--- config.mk ---
export PLATFORM = sky130hd
export DESIGN_NAME = hamming_secded_pipe_decoder
export DESIGN_NICKNAME = d
export VERILOG_FILES = /design/src/rtl/hamming_secded_pipe_decoder.sv
export SDC_FILE = /design/constraint.sdc
export NUM_CORES = 1
export LEC_CHECK = 0
export CAP_MARGIN = 20
export CORE_MARGIN = 2
export CORE_UTILIZATION = 40
export DETAILED_ROUTE_END_ITERATION = 6
export PLACE_DENSITY = 0.87
export SLEW_MARGIN = 20
export SYNTH_ARGS = -nofsm -noshare
export SYNTH_HDL_FRONTEND = slang
export SYNTH_SLANG_ARGS = --single-unit
export TNS_END_PERCENT = 10
--- constraint.sdc ---
create_clock -name clk -period 1.5 [get_ports clk]
set_clock_uncertainty 0.05 [all_clocks]
set_input_delay 0.15 -clock clk [delete_from_list [all_inputs] [get_ports clk]]
set_output_delay 0.15 -clock clk [all_outputs]
set_load 0.005 [all_outputs]
--- src/rtl/hamming_secded_pipe_decoder.sv ---
// Two-stage pipelined Hamming SEC-DED decoder with valid/ready flow control.
//
// Codeword layout: bit 0 is overall even parity; bits 1..N-1 are Hamming
// positions. Check bits sit at power-of-two positions. Data bits fill the
// remaining positions in ascending order, LSB first.
//
// Ports:
//   clk, rst        clock and synchronous active-high reset
//   in_valid/ready  input handshake; in_code is the received N-bit codeword
//   out_valid/ready output handshake
//   out_data        corrected data word
//   out_syndrome    Hamming syndrome of the word
//   out_err_single  single error corrected (or parity-bit-only error)
//   out_err_double  uncorrectable error
//   cnt_clr         synchronous clear of both error counters
//   corr_count      saturating count of single-error words
//   uncorr_count    saturating count of uncorrectable words
//
// Build option: define HAMMING_SECDED_ERR_CNT_EN to implement the error
// counters. Without it the counts read 0 and cnt_clr is ignored.
module hamming_secded_pipe_decoder #(
    parameter int unsigned DATA_W = 8,
    parameter int unsigned R      = 4,
    parameter int unsigned CNT_W  = 16,
    localparam int unsigned N     = DATA_W + R + 1
) (
    input  logic              clk,
    input  logic              rst,
    input  logic              in_valid,
    output logic              in_ready,
    input  logic [N-1:0]      in_code,
    output logic              out_valid,
    input  logic              out_ready,
    output logic [DATA_W-1:0] out_data,
    output logic [R-1:0]      out_syndrome,
    output logic              out_err_single,
    output logic              out_err_double,
    input  logic              cnt_clr,
    output logic [CNT_W-1:0]  corr_count,
    output logic [CNT_W-1:0]  uncorr_count
);

    localparam int unsigned KW = $clog2(DATA_W);
    // Highest valid Hamming position; larger syndromes cannot be a single error.
    localparam logic [R-1:0] MAX_POS = R'(N - 1);

    // R must be the smallest value with 2^R >= DATA_W+R+1.
    if (DATA_W < 4 || DATA_W > 64 || (2 ** R) < N || (2 ** (R - 1)) >= (DATA_W + R))
    begin : g_bad_params
        $error("hamming_secded_pipe_decoder: illegal DATA_W/R combination");
    end

    // ---------------- Flow control ----------------
    logic s1_valid_q, s1_valid_d;
    logic s2_valid_q, s2_valid_d;
    logic s1_accept, s2_accept;

    assign s2_accept = !s2_valid_q || out_ready;
    assign s1_accept = !s1_valid_q || s2_accept;
    assign in_ready  = s1_accept;
    assign out_valid = s2_valid_q;

    // ---------------- Stage 1: syndrome and parity ----------------
    logic [N-1:0] s1_code_q, s1_code_d;
    logic [R-1:0] s1_syn_q, s1_syn_d, syn_in;
    logic         s1_par_q, s1_par_d;

    always_comb begin
        syn_in = '0;
        for (int unsigned i = 1; i < N; i++) begin
            if (in_code[i]) syn_in = syn_in ^ R'(i);
        end
    end

    always_comb begin
        s1_valid_d = s1_accept ? in_valid : s1_valid_q;
        s1_code_d  = s1_code_q;
        s1_syn_d   = s1_syn_q;
        s1_par_d   = s1_par_q;
        if (s1_accept && in_valid) begin
            s1_code_d = in_code;
            s1_syn_d  = syn_in;
            s1_par_d  = ^in_code;
        end
    end

    always_ff @(posedge clk) begin
        if (rst) begin
            s1_valid_q <= 1'b0;
            s1_code_q  <= '0;
            s1_syn_q   <= '0;
            s1_par_q   <= 1'b0;
        end else begin
            s1_valid_q <= s1_valid_d;
            s1_code_q  <= s1_code_d;
            s1_syn_q   <= s1_syn_d;
            s1_par_q   <= s1_par_d;
        end
    end

    // ---------------- Stage 2: classify, correct, extract ----------------
    logic [N-1:0]      fixed_code;
    logic [DATA_W-1:0] fixed_data;
    logic [KW-1:0]     k;
    logic              cls_single, cls_double;

    always_comb begin
        cls_single = 1'b0;
        cls_double = 1'b0;
        fixed_code = s1_code_q;
        if (s1_par_q) begin
            if (s1_syn_q > MAX_POS) begin
                cls_double = 1'b1;
            end else begin
                cls_single = 1'b1;
                // Syndrome 0 with odd parity means only bit 0 flipped: nothing to fix.
                if (s1_syn_q != '0) fixed_code = s1_code_q ^ (N'(1) << s1_syn_q);
            end
        end else if (s1_syn_q != '0) begin
            cls_double = 1'b1;
        end

        fixed_data = '0;
        k          = '0;
        for (int unsigned i = 1; i < N; i++) begin
            if ((i & (i - 1)) != 0) begin
                fixed_data[k] = fixed_code[i];
                k = k + 1'b1;
            end
        end
    end

    logic [DATA_W-1:0] data_q, data_d;
    logic [R-1:0]      syn_q, syn_d;
    logic              single_q, single_d, double_q, double_d;

    always_comb begin
        s2_valid_d = s2_accept ? s1_valid_q : s2_valid_q;
        data_d     = data_q;
        syn_d      = syn_q;
        single_d   = single_q;
        double_d   = double_q;
        if (s2_accept && s1_valid_q) begin
            data_d   = fixed_data;
            syn_d    = s1_syn_q;
            single_d = cls_single;
            double_d = cls_double;
        end
    end

    always_ff @(posedge clk) begin
        if (rst) begin
            s2_valid_q <= 1'b0;
            data_q     <= '0;
            syn_q      <= '0;
            single_q   <= 1'b0;
            double_q   <= 1'b0;
        end else begin
            s2_valid_q <= s2_valid_d;
            data_q     <= data_d;
            syn_q      <= syn_d;
            single_q   <= single_d;
            double_q   <= double_d;
        end
    end

    assign out_data       = data_q;
    assign out_syndrome   = syn_q;
    assign out_err_single = single_q;
    assign out_err_double = double_q;

    // ---------------- Error counters ----------------
`ifdef HAMMING_SECDED_ERR_CNT_EN
    logic [CNT_W-1:0] corr_q, corr_d, uncorr_q, uncorr_d;
    logic             out_xfer;

    assign out_xfer = s2_valid_q && out_ready;

    // Clear has priority over a coincident increment; counts saturate.
    always_comb begin
        corr_d   = corr_q;
        uncorr_d = uncorr_q;
        if (cnt_clr) begin
            corr_d   = '0;
            uncorr_d = '0;
        end else if (out_xfer) begin
            if (single_q && corr_q != '1)   corr_d   = corr_q + 1'b1;
            if (double_q && uncorr_q != '1) uncorr_d = uncorr_q + 1'b1;
        end
    end

    always_ff @(posedge clk) begin
        if (rst) begin
            corr_q   <= '0;
            uncorr_q <= '0;
        end else begin
            corr_q   <= corr_d;
            uncorr_q <= uncorr_d;
        end
    end

    assign corr_count   = corr_q;
    assign uncorr_count = uncorr_q;
`else
    logic unused_cnt_clr;
    assign unused_cnt_clr = cnt_clr;
    assign corr_count     = '0;
    assign uncorr_count   = '0;
`endif

endmodule
==> impl_metrics.json, run 1 <==
{
  "status": "completed",
  "area_growth_pct": 32.6,
  "end_kind": "flip-flop",
  "initial_core_util_pct": 41.2,
  "synth_edf_count": 0,
  "p_int_mw": 1.50,
  "grt_usage_pct": 15.8,
  "clockBufferDepth": 2,
  "postPlaceCellArea_mm2": 0.00201,
  "num_io_pins": 66,
  "seqCellArea_um2": 581,
  "h-tree-depth": 2,
  "gr-max-usage-layer": "met2",
  "final_area_mm2": 0.00217,
  "synth_seq_cells": 29,
  "path_cells": "clkdlybuf4s50_1 -> xnor2_2 -> buf_4 -> xnor3_1 -> nand2b_1 -> a21oi_1",
  "multiInputGateArea_um2": 931,
  "fin_setup_tns_ps": 0,
  "antenna_cells": 0,
  "drc": 0,
  "layout_setup_ws_ps": 85.5,
  "instances_no_fill": 299,
  "hold_ws_ps": 145,
  "yosys_warnings": 0,
  "syn-instance-count": 198,
  "finalCritPeriodShare_pct": 94.3,
  "core_area_mm2": 0.00397,
  "cp.arrival_ps": 1570,
  "dieHeight_um": 68.0,
  "ant_nets": 0,
  "max_cap_violations": 0,
  "first_global_vias": 1268,
  "grt_max_degree": 24,
  "die_w_um": 68.0,
  "yosysSeqAreaShare_pct": 35.5,
  "drtIter0Drc": 46,
  "p_per_area_mw_per_mm2": 935,
  "peakVddDrop_v": 0.000383,
  "cts_buffers": 5,
  "dp_cells": 288,
  "p_seq_share_pct": 43.4,
  "clockRootBuffer": "clkbuf_8",
  "use_met2_pct": 26.1,
  "nFillCells": 371,
  "p_sw_mw": 0.530,
  "hold_viol_final": 0,
  "grt_pass1_wl_um": 5360,
  "clk_latency_ps": 280,
  "period_needed_ps": 1410,
  "drv_slew": 0,
  "fmaxAchievable_mhz": 707,
  "layout-drive-gt1-share_pct": 15.7,
  "setup_viol": 0,
  "synthFlopType": "dfxtp_1",
  "portBuffers": 32,
  "die-area_mm2": 0.00462,
  "synth_cell_types": 24,
  "dr.pass1.iters": 4,
  "cp-start-kind": "input pin",
  "wl_per_cell_um": 10.4,
  "clkTransAtPathRegs_ps": 60,
  "routed-via-count": 1316,
  "grt_use_met1_pct": 17.7,
  "p_clk_share_pct": 30.6,
  "rows": 23,
  "synth_top_area_share_pct": 35.5,
  "p_leak_nw": 0.898,
  "yosysTopAreaCell": "dfxtp_1",
  "met3_usage_pct": 4.28,
  "drt-total-wl_um": 3120,
  "path_class": "input pin to flip-flop",
  "fin_nets": 267,
  "syn_area_per_cell_um2": 8.27,
  "gp_congestion": 0.755,
  "cpPeakStageDelay_ps": 470,
  "crit_fanout": 2,
  "synth_area_mm2": 0.00164,
  "hp-class": "input pin to flip-flop",
  "slowest_stage": "clkdlybuf4s50_1",
  "cts_tree": "yes",
  "yosysMostFrequentCell": "nand2_1",
  "antenna_found_initial": 0,
  "dp_hpwl_um": 2370,
  "synth_top_cells_by_count": "nand2_1 (33), buf_4 (32), dfxtp_1 (29)",
  "clock-sinks": 29,
  "report.power.total_mw": 2.03,
  "post-place-ws_ps": -465,
  "overflow": 0,
  "r2r_slack_ps": 200,
  "pwr-share-comb_pct": 25.9,
  "cp.required_ps": 1660,
  "netlist_top_cells_area": "dfxtp_1 (35%), buf_4 (15%), xnor2_1 (11%)",
  "via_per_inst": 4.40,
  "final_core_util_pct": 54.6,
  "switching_share_pct": 26.1,
  "postSynth.asyncResetShare_pct": 0
}
[placed cells by master (no fill, tap or decap)]
cell	Yosys	final
clkbuf_8	0	6
xnor2_2	1	6
conb_1	1	32
o31ai_2	1	1
dlymetal6s2s_1	0	3
xnor3_1	3	3
nor3_1	1	1
o21ai_0	2	2
nand3b_1	4	4
nand2b_1	4	4
nand4_1	1	1
buf_4	32	22
dfxtp_1	29	29
inv_1	2	2
and2_0	1	1
a211oi_1	11	11
nor4b_1	1	1
dlygate4sd2_1	0	1
clkbuf_1	9	1
clkbuf_2	0	2
xor2_2	0	1
xnor2_1	21	16
clkdlybuf4s50_1	0	26
nand2_1	33	33
buf_12	0	1
and2_1	1	1
o211ai_1	1	1
a21oi_1	17	17
nor2_1	19	19
xor2_1	2	1
[cell type report]
cell class                 count  area share, %
multi-input combinational    156           42.9
timing repair buffer          55           23.1
inverter                       2          0.346
sequential                    29           26.8
tap                           50           2.88
clock buffer                   7           3.98
[worst max-delay path: cells and delay by family]
kind	cells	cell delay [ps]
AND/OR/NAND/NOR	1	170
XOR/XNOR	2	500
AO/OA/AOI/OAI	1	140
buffers and inverters	2	610
[routing by layer]
| layer | vias up | share of wire (%) |
|---|---|---|
| met5 | - | 0 |
| met4 | 0 | 4.0 |
| met3 | 11 | 7.3 |
| met2 | 59 | 50 |
| met1 | 562 | 39 |
| li1 | 684 | - |
[state kept, by name, summed over array words and instances (netlist names)]
| signal | cells |
|---|---|
| s1_par_q | 1 |
| s1_code_q | 8 |
| out_syndrome | 4 |
| out_data | 8 |
| s1_syn_q | 4 |
| out_valid | 1 |
| s1_valid_q | 1 |
| out_err_single | 1 |
| out_err_double | 1 |
[cell families after synthesis]
group	share of synthesized area, %
and+or+nand+nor	17.3
buffers and inverters	17.5
AOI/OAI and AO/OA	12.1
DFF	35.5
xor gates and xnor gates	17.4
other	0.229
[final timing paths]
check / start / end / depth (start not counted)
min reg2reg: out_syndrome[2] / out_syndrome[2] / 2
min: in_code[11] / s1_code_q[11] / 3
max reg2reg: s1_valid_q / s1_syn_q[0] / 5
max: in_code[6] / s1_syn_q[2] / 6
[what timing repair did]
action,4_1_cts,5_1_grt
gates resized for setup,4,12
endpoints found under the setup margin,2,4
endpoints found under the hold margin,0,0
hold buffers,0,0
setup buffers,3,1
pin swaps,5,6
[power by group through the flow]
stage | Combinational, mW | Clock (mW) | Sequential, mW
after floorplan | 0.363 | 0 | 0.882
after global placement | 0.471 | 0 | 0.894
after detailed placement | 0.487 | 0 | 0.897
after CTS | 0.507 | 0.636 | 0.881
after global routing | 0.588 | 0.671 | 0.890
final | 0.525 | 0.621 | 0.881
Power figures use the tool's default switching activity.
==> run 2: changes to the inputs <==
--- a/config.mk
+++ b/config.mk
@@ -7,9 +7,10 @@
 export LEC_CHECK = 0
 export CAP_MARGIN = 20
 export CORE_MARGIN = 2
-export CORE_UTILIZATION = 40
+export CORE_UTILIZATION = 39
 export DETAILED_ROUTE_END_ITERATION = 6
-export PLACE_DENSITY = 0.87
+export PLACE_DENSITY = 0.88
+export REMOVE_ABC_BUFFERS = 1
 export SLEW_MARGIN = 20
 export SYNTH_ARGS = -nofsm -noshare
 export SYNTH_HDL_FRONTEND = slang
==> constraint.sdc (replaced) <==
create_clock -name clk -period 1.3 [get_ports clk]
set_clock_uncertainty 0.05 [all_clocks]
set_input_delay 0.13 -clock clk [delete_from_list [all_inputs] [get_ports clk]]
set_output_delay 0.13 -clock clk [all_outputs]
set_load 0.005 [all_outputs]
==> run 2 against run 1 <==
Against the previous run: clock power increased by 20%; register-to-register slack got worse by 130 ps; critical path depth decreased by 1; non-clock buffer count increased by 7; power increased by 22%; hold slack got worse by 48 ps; global-route usage increased by 1.0 points; setup slack got worse by 54 ps; critical path type unchanged; largest power group unchanged; highest routed layer unchanged.
==> impl_metrics.json, run 2 (synthesis gave the netlist of run 1 again) <==
{
  "drt-total-wl_um": 3770,
  "ant_nets": 0,
  "switching_share_pct": 28.1,
  "p_clk_share_pct": 30.0,
  "path_class": "input pin to flip-flop",
  "p_seq_share_pct": 41.7,
  "antenna_cells": 0,
  "cts_hold_buf": 0,
  "setup_viol": 0,
  "portBuffers": 32,
  "routed-via-count": 1366,
  "postPlaceCellArea_mm2": 0.00205,
  "clkTransAtPathRegs_ps": 60,
  "p_leak_nw": 1.15,
  "drv_slew": 0,
  "hp-class": "input pin to flip-flop",
  "pwr-share-comb_pct": 28.3,
  "p_per_area_mw_per_mm2": 1060,
  "die-area_mm2": 0.00473,
  "grt_usage_pct": 16.8,
  "h-tree-depth": 2,
  "clock-sinks": 29,
  "area_growth_pct": 42.9,
  "num_io_pins": 66,
  "via_per_inst": 4.46,
  "status": "completed",
  "final_area_mm2": 0.00234,
  "cts_tree": "yes",
  "peakVddDrop_v": 0.000610,
  "core_area_mm2": 0.00403,
  "initial_core_util_pct": 40.6,
  "seqCellArea_um2": 589,
  "rows": 23,
  "p_sw_mw": 0.697,
  "finalCritPeriodShare_pct": 97.6,
  "post-place-ws_ps": -584,
  "end_kind": "flip-flop",
  "clockBufferDepth": 2,
  "dp_cells": 292,
  "antenna_found_initial": 0,
  "instances_no_fill": 306,
  "p_int_mw": 1.78,
  "cp.arrival_ps": 1420,
  "grt_pass1_wl_um": 5660,
  "layout_setup_ws_ps": 31.8,
  "drtIter0Drc": 39,
  "die_w_um": 68.8,
  "clk_latency_ps": 280,
  "drc": 0,
  "grt_max_degree": 24,
  "fin_nets": 274,
  "gp_congestion": 0.813,
  "clockRootBuffer": "clkbuf_8",
  "cp.required_ps": 1450,
  "layout-drive-gt1-share_pct": 26.2,
  "overflow": 0,
  "dieHeight_um": 68.8,
  "wl_per_cell_um": 12.3,
  "layout_commonest_cell": "nand2_1",
  "dp_hpwl_um": 2470,
  "dr.pass1.iters": 4,
  "r2r_cells": 5,
  "period_needed_ps": 1270,
  "cp-start-kind": "input pin",
  "cts_buffers": 5,
  "fmaxAchievable_mhz": 789,
  "hold_viol_final": 0,
  "report.power.total_mw": 2.48,
  "nFillCells": 362,
  "multiInputGateArea_mm2": 0.00102,
  "first_global_vias": 1246,
  "layout_common_cells": "nand2_1 (33), conb_1 (32), buf_4 (27)",
  "crit_fanout": 2,
  "max_cap_violations": 0,
  "min_path_cells": 3
}
## run 2: cell count changes in the layout (fill, tap and decap cells not counted), moves of 3 or more
cell	delta
buf_4	+5
clkdlybuf4s50_1	-22
dfxtp_1	-7
dfxtp_2	+7
dlygate4sd2_1	+11
dlymetal6s2s_1	+9
nor2_1	-4
nor2_2	+3
xnor2_1	-3
## run 2: final timing paths
path                  startpoint        endpoint  slack (ps)
setup / recovery      in_code[9]        s1_par_q          30
setup reg to reg      s1_valid_q     s1_syn_q[1]          70
hold reg to reg   out_err_single  out_err_single         410
hold / removal        in_code[7]    s1_code_q[7]         100
## run 2: final cells by class
cell class | instances | area share, %
tap | 50 | 2.68
timing repair buffer | 62 | 24.6
inverter | 2 | 0.321
clock buffer | 7 | 3.69
sequential | 29 | 25.2
multi-input combinational | 156 | 43.6
## run 2: layer usage
layer | vias to the layer above | track usage [%] | share of wire, %
met5 | - | 0 | 0
met1 | 616 | 18.2 | 39
met2 | 46 | 30.3 | 53
met4 | 0 | 8.09 | 2.4
met3 | 9 | 4.38 | 5.1
li1 | 695 | - | -
## run 2: power by group through the flow
stage / registers [mW] / clock network, mW / logic, mW
after floorplan: 1.03 / 0 / 0.311
after global placement: 1.04 / 0 / 0.556
after detailed placement: 1.04 / 0 / 0.575
after CTS: 1.02 / 0.756 / 0.618
after global routing: 1.04 / 0.796 / 0.765
final: 1.03 / 0.744 / 0.702
## run 2: worst max-delay path, cell delays in order
cell and delay [ps]:
dlygate4sd2_1 250, xnor3_2 310, xnor2_4 170, xnor3_1 340, o31ai_2 210
## run 2: stage by stage
step                util, %  hold WS, ps  setup TNS [ps]
floorplan                 -          149           -26.3
global placement       51.0          397           -3810
detailed placement     51.0          398           -4520
CTS                    54.7          272            -151
global route           58.0          115           -26.4
finish                 58.0         97.0               0
## run 2: repair_timing
action / CTS / global route
setup buffers: 4 / 2
pin swaps: 6 / 10
gates cloned: 0 / 1
endpoints found under the setup margin: 16 / 27
resized for setup: 24 / 43
